## src/rtl/dswitch_serializer.sv

```systemverilog
// dswitch_serializer
//   Takes a parallel word through a valid/ready handshake and sends it out
//   one bit per rising clk edge. It is the transmit-side partner of a DSwitch
//   capture register. All outputs are registered.
//
//   Optional feature: define DSWITCH_SER_PARITY_EN to append one even-parity
//   bit (the XOR of the accepted word) after the data bits.
//
// Parameters
//   WIDTH      data word width in bits (>= 2)
//   MSB_FIRST  1: din[WIDTH-1] is sent first; 0: din[0] is sent first
//
// Ports
//   clk         system clock, rising edge
//   reset       asynchronous, active-low reset
//   load_valid  producer has a word on din
//   load_ready  block can accept a word this cycle
//   din         parallel word, sampled only at the handshake
//   sout        serial data bit
//   sout_valid  sout carries a frame bit this cycle
//   done        single-cycle pulse after the last frame bit
module dswitch_serializer #(
    parameter int unsigned WIDTH     = 8,
    parameter bit          MSB_FIRST = 1'b1
) (
    input  logic             clk,
    input  logic             reset,
    input  logic             load_valid,
    output logic             load_ready,
    input  logic [WIDTH-1:0] din,
    output logic             sout,
    output logic             sout_valid,
    output logic             done
);

    localparam int unsigned          CNT_W    = $clog2(WIDTH + 1);
    localparam logic [CNT_W-1:0]     LAST_BIT = CNT_W'(WIDTH - 1);

    typedef enum logic [1:0] {
        S_IDLE  = 2'd0,
        S_SHIFT = 2'd1,
        S_DONE  = 2'd2
`ifdef DSWITCH_SER_PARITY_EN
        ,
        S_PAR   = 2'd3
`endif
    } state_e;

    state_e             state_q, state_d;
    logic [WIDTH-1:0]   shift_q, shift_d;
    logic [CNT_W-1:0]   cnt_q, cnt_d;
    logic               load_ready_q, load_ready_d;
    logic               sout_q, sout_d;
    logic               sout_valid_q, sout_valid_d;
    logic               done_q, done_d;
    logic [WIDTH-1:0]   shifted;
`ifdef DSWITCH_SER_PARITY_EN
    logic               parity_q, parity_d;
`endif

    // State and output registers
    always_ff @(posedge clk or negedge reset) begin
        if (!reset) begin
            state_q      <= S_IDLE;
            shift_q      <= '0;
            cnt_q        <= '0;
            load_ready_q <= 1'b1;
            sout_q       <= 1'b0;
            sout_valid_q <= 1'b0;
            done_q       <= 1'b0;
`ifdef DSWITCH_SER_PARITY_EN
            parity_q     <= 1'b0;
`endif
        end else begin
            state_q      <= state_d;
            shift_q      <= shift_d;
            cnt_q        <= cnt_d;
            load_ready_q <= load_ready_d;
            sout_q       <= sout_d;
            sout_valid_q <= sout_valid_d;
            done_q       <= done_d;
`ifdef DSWITCH_SER_PARITY_EN
            parity_q     <= parity_d;
`endif
        end
    end

    // Next state and next registered outputs. The bit currently on sout sits
    // at the outgoing end of shift_q; the value computed here is what the
    // registers will show in the following cycle.
    always_comb begin
        state_d      = state_q;
        shift_d      = shift_q;
        cnt_d        = cnt_q;
        load_ready_d = 1'b0;
        sout_d       = 1'b0;
        sout_valid_d = 1'b0;
        done_d       = 1'b0;
`ifdef DSWITCH_SER_PARITY_EN
        parity_d     = parity_q;
`endif
        if (MSB_FIRST) begin
            shifted = {shift_q[WIDTH-2:0], 1'b0};
        end else begin
            shifted = {1'b0, shift_q[WIDTH-1:1]};
        end

        case (state_q)
            S_IDLE: begin
                if (load_valid) begin
                    state_d      = S_SHIFT;
                    shift_d      = din;
                    cnt_d        = '0;
                    sout_d       = MSB_FIRST ? din[WIDTH-1] : din[0];
                    sout_valid_d = 1'b1;
`ifdef DSWITCH_SER_PARITY_EN
                    parity_d     = ^din;
`endif
                end else begin
                    load_ready_d = 1'b1;
                end
            end

            S_SHIFT: begin
                if (cnt_q == LAST_BIT) begin
`ifdef DSWITCH_SER_PARITY_EN
                    state_d      = S_PAR;
                    sout_d       = parity_q;
                    sout_valid_d = 1'b1;
`else
                    state_d      = S_DONE;
                    done_d       = 1'b1;
`endif
                end else begin
                    shift_d      = shifted;
                    cnt_d        = cnt_q + CNT_W'(1);
                    sout_d       = MSB_FIRST ? shifted[WIDTH-1] : shifted[0];
                    sout_valid_d = 1'b1;
                end
            end

`ifdef DSWITCH_SER_PARITY_EN
            S_PAR: begin
                state_d = S_DONE;
                done_d  = 1'b1;
            end
`endif

            S_DONE: begin
                state_d      = S_IDLE;
                load_ready_d = 1'b1;
            end

            default: begin
                state_d      = S_IDLE;
                load_ready_d = 1'b1;
            end
        endcase
    end

    assign load_ready = load_ready_q;
    assign sout       = sout_q;
    assign sout_valid = sout_valid_q;
    assign done       = done_q;

endmodule
```

## config.mk

```make
export PLATFORM = sky130hd
export DESIGN_NAME = dswitch_serializer
export DESIGN_NICKNAME = d
export VERILOG_FILES = /design/src/rtl/dswitch_serializer.sv
export SDC_FILE = /design/constraint.sdc
export NUM_CORES = 1
export LEC_CHECK = 0
export CAP_MARGIN = 15
export CORE_MARGIN = 5
export CORE_UTILIZATION = 45
export CTS_CLUSTER_DIAMETER = 120
export DETAILED_ROUTE_END_ITERATION = 8
export PLACE_DENSITY_LB_ADDON = 0.15
export RECOVER_POWER = 25
export SYNTH_ARGS = -nofsm -noshare
export SYNTH_HDL_FRONTEND = slang
export SYNTH_SLANG_ARGS = --single-unit
export TNS_END_PERCENT = 100
```

## constraint.sdc

```tcl
create_clock -name clk -period 1.53 [get_ports clk]
set_input_delay 0.459 -clock clk [delete_from_list [all_inputs] [get_ports clk]]
set_output_delay 0.459 -clock clk [all_outputs]
set_load 0.02 [all_outputs]
```

==> run_results.csv <==
group,metric,value,unit
routing,wl_per_cell,13.3,um
global_routing,grt_pass1_vias,577,
synth,synthTopCellsByArea,"dfrtp_1 47%, mux2_4 18%, dfstp_2 3.1%, buf_6 2.6%, mux2_2 2.6%",
synth,synth_nets,76,
worst_hold_path,hold_path.class,"reg2reg",
cts,cts_tree,"done",
power_and_ir_drop,peakVddDrop,1.12,mV
power_and_ir_drop,power_density,2040,nW/um2
synth,seq_area_frac_synth,0.501,
timing,worst-slew-pin-transition,0.907,ns
timing,period_needed,1.49,ns
placed_design,portBuffers,14,
routing,ant_nets,0,
routing,num_vias,574,
die,die_y,53.5,um
setup_path,required,1.71,ns
timing,hold_viol_final,0,
cts,htree_num_levels,1,
die,num_io_pins,15,
setup_path,worstPathMaxFanout,7,
timing,slew_violations,0,
synth,syn-cell-area,852,um2
flow_run,cap_violations,0,
setup_path,crit_buf_inv,1,
global_routing,grt_first_pass_wirelength,2620,um
cts,cts_root_buffer,"clkbuf_4",
final_layout,nFillCells,158,
timing,skew,0.00372,ns
routing,drt-total-wl,1560,um
setup_path,critPathSlowestCell,"dfrtp_1",
synth,yosysWarningCount,0,
cts,clockBufferDepth,2,
cts,cts_sinks,17,
final_layout,final_area,1120,um2
final_layout,area_delta_synth_final,31.9,%
global_routing,grt.total_usage,0.133,
setup_path,slowest_delay,0.40,ns
die,fp.dieW,53.5,um
cts,path_clk_slew,0.10,ns
cts,post-cts-setup-buffers,0,
cts,numCtsBuffers,3,
routing,drt_iter0_markers,10,
power_and_ir_drop,leakagePower,0.546,nW
outcome,status,"finished clean",
synth,netlist_instances,64,
timing,max_slew_margin,0.395,
cts,cts_resized,7,
die,dieArea,2860,um2
synth,syn_avg_cell_area,13.3,um2
final_layout,fin_nets,105,
setup_path,cpLargestDelayFamily,"flip-flops",
routing,drt_pass1_iterations,4,
power_and_ir_drop,finalPower,2.29,mW
final_layout,seq_area,427,um2
routing,routed_via_density,4.91,
die,core.rowCount,15,
setup_path,cp-start-kind,"register",
die,initial_utilization,0.483,
setup_path,end_kind,"register",
timing,rsz0062_at_grt,"yes",
global_routing,antenna_found_initial,0,
synth,ys_ff_latch,17,
placed_design,dpl.hpwl,1140,um
global_routing,grt_overflow,0,
synth,yosysUniqueCellTypes,22,
cts,clock_latency,0.29,ns
placed_design,place.gp.congestion,0.691,
setup_path,cp.arrival,1.67,ns
setup_path,critical_path.cell_chain,"ha_2 > and3b_4 > a21oi_4 > buf_12 > mux2_4",
timing,fin_crit_sh,0.972,
synth,yosys.area.top_type_share,0.470,
cts,holdBufCountCts,0,
final_layout,layout.cells.non_filler,117,
routing,drc,0,
timing,max_freq,0.673,GHz
die,coreArea,1760,um2
synth,yosys.area.top_type,"dfrtp_1",
final_layout,multi_input_area,394,um2
timing,setup_violations,0,
placed_design,place_area,1110,um2
global_routing,grt_max_degree,18,
placed_design,dp.cells,113,
timing,hold_ws,0.496,ns
final_layout,drive_above_1_share,0.359,
setup_path,worstSetupPathType,"reg2reg",
final_layout,n_antenna_cell,0,
-- layout make-up --
class | instances | area share
clock buffers | 4 | 0.0234
inverters | 4 | 0.0134
multi-input cells | 41 | 0.351
flip-flops and latches | 17 | 0.380
well taps | 25 | 0.0278
repair buffers | 26 | 0.205
-- per-stage QoR --
step / TNS (ns) / setup slack [ns] / utilization
final: 0 / 0.0434 / 0.637
after global routing: -0.0387 / -0.0105 / 0.637
after CTS: 0 / 0.0372 / 0.639
after detailed placement: -1.89 / -0.239 / 0.629
after global placement: -1.88 / -0.241 / 0.629
after floorplan: 0 / 0.0260 / -
-- synth_stat cells --
| master | number |
|---|---|
| and3b_4 | 1 |
| nor2_1 | 2 |
| mux2i_1 | 1 |
| nor2b_1 | 2 |
| nor2b_4 | 1 |
| dfstp_2 | 1 |
| o21ai_0 | 4 |
| o22ai_1 | 1 |
| mux2_4 | 10 |
| mux2_2 | 2 |
| nand2b_1 | 1 |
| o21bai_4 | 1 |
| a21oi_4 | 1 |
| dfrtp_1 | 16 |
| inv_1 | 4 |
| a211o_1 | 1 |
| buf_6 | 2 |
| nand3_1 | 4 |
| nand3b_1 | 3 |
| ha_1 | 1 |
| o21a_1 | 1 |
| a21oi_1 | 4 |
-- cells by family (layout without fill, tap and decap cells) --
logic type | count (synthesis) | in the layout | share of synthesized area
adder cells (fa/ha/maj) | 1 | 1 | 0.0147
flip-flops | 17 | 17 | 0.501
buffers and inverters | 6 | 34 | 0.0440
AO/OA/AOI/OAI | 13 | 13 | 0.115
AND/OR/NAND/NOR | 14 | 14 | 0.112
multiplexers | 13 | 13 | 0.214
-- worst register-to-register path: stages, from the launching register on --
cell	delay (ns)
dfrtp_1	0.40
ha_2	0.19
and3b_4	0.21
a21oi_4	0.14
buf_12	0.14
mux2_4	0.30
-- per-layer routing --
layer / share of wire / global-route usage / wire length [um]
met5: 0 / 0 / 0
met4: 0.022 / 0.0766 / 34
met3: 0.051 / 0.0254 / 79
met2: 0.42 / 0.192 / 650
met1: 0.51 / 0.183 / 792
-- report_power, final --
group          internal [mW]  switching, mW  total [mW]
registers              0.640         0.0977       0.738
clock network          0.101          0.138       0.240
logic                  0.786          0.524        1.31
-- state kept, by name (all words and copies together) (netlist names) --
register / flops
cnt_q: 4
sout: 1
state_q: 2
sout_valid: 1
load_ready: 1
done: 1
shift_q: 7
-- path summary, 6_finish.rpt --
path / start / end / slack, ns / depth (start not counted)
worst min register to register: state_q[0] / state_q[0] / 0.50 / 1
worst min-delay path: state_q[0] / state_q[0] / 0.50 / 1
worst max-delay path: cnt_q[0] / shift_q[3] / 0.04 / 5
worst max register to register: cnt_q[0] / shift_q[3] / 0.04 / 5
max in group asynchronous: reset / shift_q[5] / 0.23 / 2
min in group asynchronous: reset / cnt_q[2] / 0.74 / 2
-- layout by cell type, fill, tap and decap left out, types with 2 or more instances in the layout --
cell	n
a21oi_1	4
buf_4	10
clkbuf_1	2
clkbuf_4	3
clkdlybuf4s50_1	10
dfrtp_1	16
dlygate4sd2_1	3
inv_1	4
mux2_4	11
nand3_1	4
nand3b_1	3
nor2_1	2
nor2b_1	2
o21ai_0	4
No activity file was read; power rests on OpenSTA's default activity.
